## config.mk

```make
export PLATFORM = sky130hd
export DESIGN_NAME = alu_with_control_flat
export DESIGN_NICKNAME = d
export VERILOG_FILES = /design/src/rtl/alu_pkg.sv /design/src/rtl/alu_with_control_if.sv /design/src/rtl/alu_core.sv /design/src/rtl/alu_with_control.sv /design/src/flat_wrapper.sv
export SDC_FILE = /design/constraint.sdc
export NUM_CORES = 1
export LEC_CHECK = 0
export ABC_AREA = 1
export BUFFER_PORTS_ARGS = -buffer_cell sky130_fd_sc_hd__clkbuf_2
export CAP_MARGIN = 10
export CORE_ASPECT_RATIO = 1.1
export CORE_UTILIZATION = 30
export CTS_CLUSTER_SIZE = 40
export DETAILED_ROUTE_END_ITERATION = 12
export PLACE_DENSITY = 0.46
export SETUP_SLACK_MARGIN = 0.5
export SLEW_MARGIN = 20
export SYNTH_ARGS = -nofsm -noshare
export SYNTH_HDL_FRONTEND = slang
export SYNTH_HIERARCHICAL = 1
export SYNTH_SLANG_ARGS = --single-unit
```

## constraint.sdc

```tcl
create_clock -name clk -period 5.3 [get_ports clk]
set_input_delay 1.06 -clock clk [delete_from_list [all_inputs] [get_ports clk]]
set_output_delay 1.06 -clock clk [all_outputs]
set_load 0.05 [all_outputs]
```

## src/rtl/alu_pkg.sv

```systemverilog
// alu_pkg: shared width, ALU control field type and opcode constants.
// Used by alu_with_control_if, alu_core and alu_with_control.
package alu_pkg;
    localparam int WIDTH = 32;
    typedef logic [3:0] alu_ctl_t;
    localparam alu_ctl_t ALU_AND  = 4'b0000;
    localparam alu_ctl_t ALU_OR   = 4'b0001;
    localparam alu_ctl_t ALU_ADD  = 4'b0010;
    localparam alu_ctl_t ALU_XOR  = 4'b0011;
    localparam alu_ctl_t ALU_SUB  = 4'b0110;
    localparam alu_ctl_t ALU_SLT  = 4'b0111;
    localparam alu_ctl_t ALU_SLTU = 4'b1000;
    localparam alu_ctl_t ALU_NOR  = 4'b1100;
    localparam alu_ctl_t ALU_SLL  = 4'b1101;
    localparam alu_ctl_t ALU_SRL  = 4'b1110;
    localparam alu_ctl_t ALU_SRA  = 4'b1111;
endpackage

```

## src/rtl/alu_with_control_if.sv

```systemverilog
// alu_with_control_if: operand/control bus and registered result/flags of the ALU.
// Signals: A, B (operands), ALUctl (operation), ALUOut (result), Zero ({overflow, zero}).
// master drives operands and reads results; slave is the ALU side.
interface alu_with_control_if;
    import alu_pkg::*;
    logic [WIDTH-1:0] A;
    logic [WIDTH-1:0] B;
    alu_ctl_t         ALUctl;
    logic [WIDTH-1:0] ALUOut;
    logic [1:0]       Zero;
    modport master (output A, B, ALUctl, input ALUOut, Zero);
    modport slave  (input A, B, ALUctl, output ALUOut, Zero);
endinterface

```

## src/rtl/alu_core.sv

```systemverilog
// alu_core: combinational ALU result, zero and signed-overflow logic.
// Ports: a_i, b_i operands; ctl_i operation; result_o result; zero_o result==0;
// ovf_o signed overflow (ADD/SUB only).
module alu_core
    import alu_pkg::*;
(
    input  logic [WIDTH-1:0] a_i,
    input  logic [WIDTH-1:0] b_i,
    input  alu_ctl_t         ctl_i,
    output logic [WIDTH-1:0] result_o,
    output logic             zero_o,
    output logic             ovf_o
);
    logic [WIDTH-1:0] sum;
    logic [WIDTH-1:0] diff;
    logic [4:0]       shamt;
    assign sum   = a_i + b_i;
    assign diff  = a_i - b_i;
    assign shamt = a_i[4:0];
    always_comb begin
        result_o = '0;
        ovf_o    = 1'b0;
        case (ctl_i)
            ALU_AND:  result_o = a_i & b_i;
            ALU_OR:   result_o = a_i | b_i;
            ALU_ADD: begin
                result_o = sum;
                ovf_o    = (a_i[WIDTH-1] == b_i[WIDTH-1]) && (sum[WIDTH-1] != a_i[WIDTH-1]);
            end
            ALU_XOR:  result_o = a_i ^ b_i;
            ALU_SUB: begin
                result_o = diff;
                ovf_o    = (a_i[WIDTH-1] != b_i[WIDTH-1]) && (diff[WIDTH-1] != a_i[WIDTH-1]);
            end
            // Direct signed compare stays correct when a_i - b_i would overflow.
            ALU_SLT:  result_o = {{(WIDTH-1){1'b0}}, $signed(a_i) < $signed(b_i)};
            ALU_SLTU: result_o = {{(WIDTH-1){1'b0}}, a_i < b_i};
            ALU_NOR:  result_o = ~(a_i | b_i);
            ALU_SLL:  result_o = b_i << shamt;
            ALU_SRL:  result_o = b_i >> shamt;
            ALU_SRA:  result_o = $signed(b_i) >>> shamt;
            default:  result_o = '0;
        endcase
    end
    assign zero_o = ~|result_o;
endmodule

```

## src/rtl/alu_with_control.sv

```systemverilog
// alu_with_control: 32-bit ALU with registered result and {overflow, zero} flags.
// Ports: clk, reset (sync, active-high); bus.slave carries A, B, ALUctl in and
// ALUOut, Zero out, one cycle after the operands are sampled.
module alu_with_control
    import alu_pkg::*;
(
    input  logic               clk,
    input  logic               reset,
    alu_with_control_if.slave  bus
);
    logic [WIDTH-1:0] result_d;
    logic [WIDTH-1:0] result_q;
    logic [1:0]       flags_d;
    logic [1:0]       flags_q;
    logic             zero;
    logic             ovf;
    alu_core u_core (
        .a_i      (bus.A),
        .b_i      (bus.B),
        .ctl_i    (bus.ALUctl),
        .result_o (result_d),
        .zero_o   (zero),
        .ovf_o    (ovf)
    );
    assign flags_d = {ovf, zero};
    always_ff @(posedge clk) begin
        if (reset) begin
            result_q <= '0;
            flags_q  <= 2'b01;
        end else begin
            result_q <= result_d;
            flags_q  <= flags_d;
        end
    end
    assign bus.ALUOut = result_q;
    assign bus.Zero   = flags_q;
endmodule

```

## src/flat_wrapper.sv

```systemverilog
// flat-port wrapper written by rule: the top's interface ports become plain ports
module alu_with_control_flat import alu_pkg::*;
  (clk, reset, bus_A, bus_B, bus_ALUctl, bus_ALUOut, bus_Zero);
  alu_with_control_if bus_i ();
  input  logic clk;
  input  logic reset;
  input wire logic [$bits(bus_i.A)-1:0] bus_A;
  input wire logic [$bits(bus_i.B)-1:0] bus_B;
  input wire logic [$bits(bus_i.ALUctl)-1:0] bus_ALUctl;
  output wire logic [$bits(bus_i.ALUOut)-1:0] bus_ALUOut;
  output wire logic [$bits(bus_i.Zero)-1:0] bus_Zero;
  assign bus_i.A = bus_A;
  assign bus_i.B = bus_B;
  assign bus_i.ALUctl = bus_ALUctl;
  assign bus_ALUOut = bus_i.ALUOut;
  assign bus_Zero = bus_i.Zero;
  alu_with_control u_core (.clk(clk), .reset(reset), .bus(bus_i));
endmodule
```

-- Yosys cells after proc, flatten, opt, wreduce, memory -nomap -nowiden
Cells that the tools add are included.
- output and inout bits: 34
- register bits: 34
- muxes and demuxes: 2
- $add $sub $neg: 2
- order comparisons: 2
- bitwise logic cells: 4
- shift operators: 3
- equality and inequality tests: 14
- reductions and logical operators: 5
- operator list (kind ; number):
    32-bit case mux with 11 select lines ; 1
    32-bit less-than comparator ; 2
    32-bit adder ; 1
    32-bit AND ; 1
    32-bit NOT ; 1
    32-bit OR ; 1
    32-bit OR reduction ; 1
    32-bit by 5-bit << shifter with 32-bit output ; 1
    32-bit by 5-bit right shift with 32-bit output ; 1
    32-bit by 5-bit >>> shifter with 32-bit output ; 1
    32-bit subtractor ; 1
    32-bit XOR ; 1
    4-bit equality test (second input constant) ; 5
    4-bit by 2-bit equality test with 1-bit output (second input constant) ; 2
    4-bit by 3-bit equality test with 1-bit output (second input constant) ; 2
    4-bit by 1-bit equality test with 1-bit output (second input constant) ; 1
    4-bit zero test ; 1
    1-bit inequality test ; 3
    1-bit logical AND ; 2
    1-bit case mux with 2 select lines ; 1
    1-bit equality test ; 1
    1-bit zero test ; 1

-- Longest topological paths before layout
Gate-level depths: netlist of the first run.
- depth in word-level cells: 5
- gate-level depth with buffers: 26
- depth with buffers taken out: 23

-- Modules after synthesis
Netlist of the first run, hierarchy kept.
- modules (own cells, without submodules) (module ; sequential area each (sq um) ; cells an instance ; area each (sq um) ; times used):
    alu_core ; 0.0 ; 2230 ; 10674.0 ; 1
    alu_with_control ; 680.7 ; 107 ; 989.7 ; 1

-- Worst setup path after synthesis of the first run
Ideal clock, no wire load.
- path kind: input to register
- start point: input bus_A[4]
- end point: register u_core.flags_q[0] (netlist: u_core/bus.Zero[0])
- path slack: 1.763 ns
- data arrival time: 3.479 ns
- cell stages on the path: 24
- path through: inv_1 -> clkbuf_1 -> clkbuf_1 -> ha_1 -> buf_2 -> nor2_1 -> nand2_1 -> inv_1 -> nand2_1 -> nand2_1 -> nand2_1 -> nand2_1 -> nand2_1 -> nand2_1 -> nand2_1 -> nand2_1 -> nor2_1 -> nor2_1 -> nand3_1 -> nor2_1 -> nand2_1 -> nor2_1 -> inv_1 -> nand2_1
- word-level cells in the longest chain between the ends: 5
- elaborated cells between the ends (all ways): 14
- classes of those cells: add/sub (2); order compare (2); shift (3); mux (1); bitwise (4); reduce/logical (2)
- ends and longest elaborated chain (item ; RTL line ; RTL):
    start, declared ; flat_wrapper.sv:7 ; input wire logic [$bits(bus_i.A)-1:0] bus_A;
    parallel branches: the longest is 2 deep, another holds 32-bit subtractor ; n/a ;
    32-bit case mux with 11 select lines * ; alu_core.sv:23 ; case (ctl_i)
    32-bit OR reduction * ; alu_core.sv:45 ; assign zero_o = ~|result_o;
    1-bit zero test * ; alu_core.sv:45 ;
    via u_core.zero ; alu_with_control.sv:15 ; logic zero;
    end signal, assigned ; alu_with_control.sv:32 ; flags_q <= flags_d;
    end, declared ; alu_with_control.sv:14 ; logic [1:0] flags_q;
Mark *: on every way through the listed nets, which the timed path passes.
A chain may end at the register's enable or synchronous reset.

-- Worst setup path after layout of the first run
- start point: input bus_A[2]
- end point: register u_core.flags_q[0] (netlist: u_core/bus.Zero[0])
- elaborated cells between the ends (all ways): 14
- classes of those cells: add/sub (2); order compare (2); shift (3); mux (1); bitwise (4); reduce/logical (2)
- RTL lines (item ; RTL line ; RTL):
    32-bit subtractor (tied with other cells) ; alu_core.sv:18 ; assign diff = a_i - b_i;
    32-bit case mux with 11 select lines * ; alu_core.sv:23 ;
    via u_core.result_d[7] ; alu_with_control.sv:11 ; logic [WIDTH-1:0] result_d;
    32-bit OR reduction * ; alu_core.sv:45 ;
    1-bit zero test * ; alu_core.sv:45 ;
    via u_core.zero ; alu_with_control.sv:15 ;
Mark *: on every way through the listed nets, which the timed path passes. The rest lies on a longest branch.

==> metrics.md, run 1 <==
| Metric | Value |
|---|---|
| CTS clock-pin slew for the worst setup and hold paths | 0.05 ns |
| Sequential fraction of the synthesis area | 5.84% |
| Non-filler instance count after layout | 2866 |
| Final Util | 32.9% |
| Area Growth Syn to Fin | 7.75% |
| Root Buffer | clkbuf_16 |
| Post-DR vias/cell | 5.38 |
| Fin crit share | 78.3% |
| FILL cells | 4583 |
| Vias | 15415 |
| Outcome | completed |
| Time the worst path needs with I/O delays and setup | 4.15 ns |
| Max_cap viols | 0 |
| Vias in the first global route | 14659 |
| RSZ-0062 raised after global routing | no |
| Die X | 190 microns |
| Top cell type's share of synthesized area | 24.8% |
| Synth area leader | nand2_1 |
| Placer congestion estimate | 0.995 |
| Final max-slew violation count | 0 |
| Mapped Avg Cell Area | 4.99 sq um |
| Fin. Hold Viols | 0 |
| Dpl hpwl | 51700 microns |
| Final worst slack | 1.15 ns |
| TritonCTS clock tree | done |
| N_diodes | 0 |
| Setup_tns | 0 ns |
| Die Y | 209 microns |
| CTS Hold Bufs | 0 |
| Core Area | 0.0382 sq mm |
| Pin count of the biggest net entering global routing | 69 |
| Row count | 75 |
| First-pass GRT wire length | 90600 microns |
| Critical path class | input port to flop |
| Final wirelength | 61500 microns |
| Final setup viols | 0 |
| Cell count after synthesis | 2337 |
| Power Density | 147 mW/mm^2 |
| Antenna viol nets, final | 0 |
| Die ar. | 0.0397 sq mm |
| Yosys warning total | 6 |
| Setup Buffers After CTS | 0 |
| Worst hold margin | 1.28 ns |
| Min-delay worst type | input port to flop |
| Top-Level Pins | 104 |
| Number of nets in the layout | 2534 |
| Total GRT Usage | 30.5% |
| Critical path fanouts, max | 20 |
| Power Total | 1.85 mW |
| DR iter-0 viols | 1516 |
| Synthesized area | 0.0117 sq mm |
| Cells after DPL | 2858 |
| Synth Register Bits | 34 |
| Leak | 7.20 nW |
| First drt pass iteration count | 6 |
| Crit start category | input port |
| Worst EP arrival | 4.37 ns |
| Placed Instance Area | 0.0124 sq mm |
| CTS Buffer Depth | 2 |
| Top post-synthesis cells by count | 770 x nand2_1, 449 x nand3_1, 339 x inv_1 |
| Sink Count | 34 |
| DRC Markers | 0 |
| GRT overflow | 0 |
| Largest cells by area after synthesis | nand2_1 25%, nand3_1 19%, inv_1 11% |
| Syn nets | 2506 |
| Peak VDD IR | 0.140 mV |
| Cell with the most instances after synthesis | nand2_1 |
| Worst EP required | 5.52 ns |
| CTS buffer count | 5 |
| Post-synth EDFFs | 0 |
| Initial Util | 30.5% |
| Max H-tree Level | 2 |
| Layout cells sized above 1 | 7.82% |
| Initial antenna violation count | 1 |
| Critical path endpoint category | flop |
| Routed length per instance | 21.5 microns |
| Design Area, Final | 0.0126 sq mm |
| Worst-Margin Slew | 1.12 ns |
| Post-CTS sizing | 0 |
| Slew margin rel. | 25.1% |
| Cell variety after synth | 51 |
| Post-synth ARST share | 0% |
| Synth Flop Type | dfxtp_1 |
| IO Port Bufs | 103 |
| FMAX | 241 MHz |
| Pre-CTS setup slack | 0.933 ns |
==> final cells by class <==
| cell class | instances | area [sq um] | area share (%) |
|---|---|---|---|
| clock inverter | 1 | 5.00 | 0.0398 |
| inverter | 354 | 1330 | 10.6 |
| sequential | 34 | 681 | 5.42 |
| tap | 500 | 626 | 4.98 |
| multi-input combinational | 1847 | 9090 | 72.3 |
| timing repair buffer | 123 | 691 | 5.50 |
| clock buffer | 7 | 143 | 1.14 |
==> worst max-delay path, cell delays in order <==
cell and delay (ns):
clkbuf_2 0.14, inv_2 0.18, ha_1 0.60, inv_1 0.15, a21oi_2 0.16, nand2_1 0.17
nand2_1 0.10, nand2_1 0.10, a21oi_1 0.13, o21ai_0 0.10, a21oi_1 0.51, nand3_1 0.27
nor2_1 0.14, nand2_1 0.08, nor2_1 0.16, nand2_1 0.11, nor2_1 0.11, inv_1 0.04
nand2_1 0.05
==> registers in the layout, summed over array words and instances, names as in the netlist <==
signal	cells
u_core/bus.ALUOut	32
u_core/bus.Zero	2
==> cells by family (layout without fill, tap and decap cells) <==
kind of cell	after synthesis	in the layout	synth area share [%]
buffers and inverters	456	485	16.3
AOI/OAI and AO/OA	181	181	9.28
DFF	34	34	5.84
xor gates and xnor gates	7	7	0.526
and+or+nand+nor	1560	1560	57.3
adders and majority gates	99	99	10.7
==> final timing paths <==
path | from | to | slack [ns] | depth (start not counted)
setup / recovery | bus_A[2] | u_core/bus.Zero[0]$_SDFF_PP1_ | 1.15 | 19
hold / removal | bus_A[31] | u_core/bus.Zero[1]$_SDFF_PP0_ | 1.28 | 5
==> placed cells by master, fill, tap and decap left out, drive strengths merged, types with 4 or more instances in the layout <==
cell type  instances
nand4             29
or2                5
o22ai             10
o211ai            12
a211oi             9
nand3b             7
a221oi             5
xor2               5
dfxtp             34
o21ai             60
clkinv             4
o21bai             9
a21oi             67
nor2             245
nand2            786
ha                97
clkbuf           110
nor4               4
inv              351
nor3              19
buf               20
and2              10
nand3            452
==> metal layers <==
| layer | track usage (%) | part of all wire (%) | vias up |
|---|---|---|---|
| met5 | 0 | 0 | - |
| met4 | 8.90 | 3.4 | 0 |
| met3 | 1.58 | 5.7 | 85 |
| met2 | 53.0 | 48 | 608 |
| met1 | 40.2 | 43 | 7252 |
| li1 | - | - | 7470 |
==> report_power, final <==
group          total (mW)  switching (mW)  internal (mW)  leakage (nW)
combinational        1.28           0.945          0.338          6.85
clock               0.284          0.0983          0.186        0.0739
sequential          0.282         0.00576          0.276         0.280
Power figures use the tool's default switching activity.
==> inputs of run 2 (changes only) <==
clock period = 3.9 ns   (was 5.3 ns; I/O delays follow)
==> run 2 against run 1 <==
Compared with the run above: via count rose by 3.4%; global-route usage rose by 0.61 points; die area did not move; hold slack got worse by 0.26 ns; wire length rose by 2.7%; sequential power rose by 36%; power rose by 43%; count of clock-buffer cells in the layout fell by 2; final area rose by 7.2%; first-iteration DRC count rose by 13%; critical path type unchanged; largest cell class unchanged; largest power group unchanged.
==> metrics.md, run 2 (synthesis gave the netlist of run 1 again) <==
| Metric | Value |
|---|---|
| Outcome | completed |
| Max H-tree Level | 2 (unchanged) |
| Die X | 190 microns (unchanged) |
| CTS clock-pin slew for the worst setup and hold paths | 0.05 ns (about the same) |
| Vias in the first global route | 14977 (+2.2%) |
| Worst EP arrival | 3.49 ns (-0.88 ns) |
| Crit-path slowest cell | ha_1 |
| Placer congestion estimate | 1.03 (+3.8%) |
| Initial Util | 30.5% (unchanged) |
| Min-delay worst type | input port to flop |
| Die ar. | 0.0397 sq mm (unchanged) |
| Power Density | 197 mW/mm^2 (+34%) |
| Final setup viols | 0 (unchanged) |
| CTS Hold Bufs | 0 (unchanged) |
| Power Total | 2.65 mW (+43%) |
| CTS Buffer Depth | 2 (unchanged) |
| Max incr delay on CP | 0.46 ns (-0.14 ns) |
| Critical path fanouts, max | 6 (-70%) |
| CP dominant cell by count | nand2_1 |
| Die Y | 209 microns (unchanged) |
| Leak | 7.66 nW (+6.3%) |
| Critical path class | input port to flop |
| Routed length per instance | 21.4 microns (-0.28%) |
| Commonest non-fill, non-tap cells in the layout | 764 x nand2_1, 440 x nand3_1, 339 x inv_1, 219 x nor2_1, 103 x clkbuf_2 |
| Antenna viol nets, final | 0 (unchanged) |
| Number of nets in the layout | 2620 (+3.4%) |
| First-pass GRT wire length | 91300 microns (+0.81%) |
| Crit start category | input port |
| Peak VDD IR | 0.156 mV (+12%) |
| TritonCTS clock tree | done |
| Layout cells sized above 1 | 13.2% (+5.4 points) |
| Dpl hpwl | 53400 microns (+3.4%) |
| FMAX | 306 MHz |
| Total GRT Usage | 31.1% (+0.61 points) |
| Worst hold margin | 1.02 ns (-0.260 ns) |
| Post-DR vias/cell | 5.40 (+0.40%) |
| FILL cells | 4570 (-0.28%) |
| Slew margin rel. | 53.1% (+28 points) |
| Worst-Margin Slew | 0.703 ns (-0.419 ns) |
| Max reg flops | 32 (unchanged) |
| Root Buffer | clkbuf_16 |
| Final max-slew violation count | 0 (unchanged) |
| Top-Level Pins | 104 (unchanged) |
| Fin crit share | 83.9% |
| DR iter-0 viols | 1714 (+13%) |
| Time the worst path needs with I/O delays and setup | 3.27 ns |
| Row count | 75 (unchanged) |
| Initial antenna violation count | 0 (-1) |
| Worst EP required | 4.12 ns (-1.40 ns) |
| Final wirelength | 63200 microns (+2.7%) |
| CTS buffer count | 5 (unchanged) |
| Commonest non-fill, non-tap cell in the layout | nand2_1 |
| Fin. Hold Viols | 0 (unchanged) |
| IO Port Bufs | 103 (unchanged) |
| Pin count of the biggest net entering global routing | 70 (+1.4%) |
| Non-filler instance count after layout | 2951 (+3.0%) |
| Core Area | 0.0382 sq mm (unchanged) |
| Sink Count | 34 (unchanged) |
| DRC Markers | 0 (unchanged) |
| Crit-path cells | clkbuf_2 -> inv_1 -> ha_1 -> nand2_1 -> inv_1 -> nand2_1 -> nor3_1 -> buf_4 -> and2_1 -> nand2_1 -> nand2_1 -> nand2_1 -> nand3_1 -> nand3_1 -> nor2_1 -> nand2_1 -> nor2_1 -> nand2_1 -> nor2_1 -> inv_1 -> nand2_1 |
| GRT overflow | 0 (unchanged) |
| Cells after DPL | 2942 (+2.9%) |
| Critical path endpoint category | flop |
| Setup_tns | 0 ns (unchanged) |
| Vias | 15936 (+3.4%) |
| RSZ-0062 raised after global routing | no |
| First drt pass iteration count | 8 (+2) |
| Max_cap viols | 0 (unchanged) |
| N_diodes | 0 (unchanged) |
| Area Growth Syn to Fin | 15.5% |
[run 2: cell types whose count changed in the layout (fill, tap and decap cells not counted), sizes merged]
| cell | previous run | this run |
|---|---|---|
| clkbuf | 110 | 108 |
| clkinv | 4 | 5 |
| buf | 20 | 106 |
[run 2: layout make-up]
type                       instances  area (sq um)  share of cell area [%]
sequential                        34           681                    5.05
clock inverter                     2          10.0                  0.0743
multi-input combinational       1847          9340                    69.3
clock buffer                       5           125                   0.929
inverter                         354          1330                    9.89
timing repair buffer             209          1370                    10.1
tap                              500           626                    4.64
[run 2: path summary, 6_finish.rpt]
kind / from / to / slack [ns] / cells past startpoint
setup / recovery: bus_A[20] / u_core/bus.Zero[0]$_SDFF_PP1_ / 0.63 / 21
hold / removal: bus_A[31] / u_core/bus.Zero[1]$_SDFF_PP0_ / 1.02 / 5
[run 2: per-stage QoR]
| stage | worst slack (ns) | instance area [sq um] | utilization (%) |
|---|---|---|---|
| floorplan | 0.643 | 11700 | - |
| global placement | 0.0202 | 13100 | 34.2 |
| detailed placement | 0.0320 | 13100 | 34.2 |
| CTS | 0.508 | 13200 | 34.7 |
| global route | 0.481 | 13500 | 35.3 |
| finish | 0.628 | 13500 | 35.3 |
[run 2: repair_timing]
action | 4_1_cts | 5_1_grt
pin swaps | 0 | 6
gates resized for setup | 11 | 56
setup buffers | 0 | 2
endpoints found under the setup margin | 1 | 1
[run 2: worst max-delay path: cells and delay by family]
kind	cells	cell delay (ns)
adders and majority gates	1	0.46
and+or+nand+nor	15	1.72
buffers and inverters	5	0.52
[run 2: routing by layer]
layer / global-route usage (%) / up-vias / wire length (microns)
met4: 13.4 / 0 / 3130
met5: 0 / - / 0
met2: 51.2 / 700 / 28800
li1: - / 7648 / -
met3: 3.49 / 135 / 4580
met1: 40.6 / 7453 / 26700
[run 2: where the power goes]
part / internal, mW / switching (mW)
clock: 0.230 / 0.136
combinational: 0.566 / 1.33
sequential: 0.376 / 0.00794
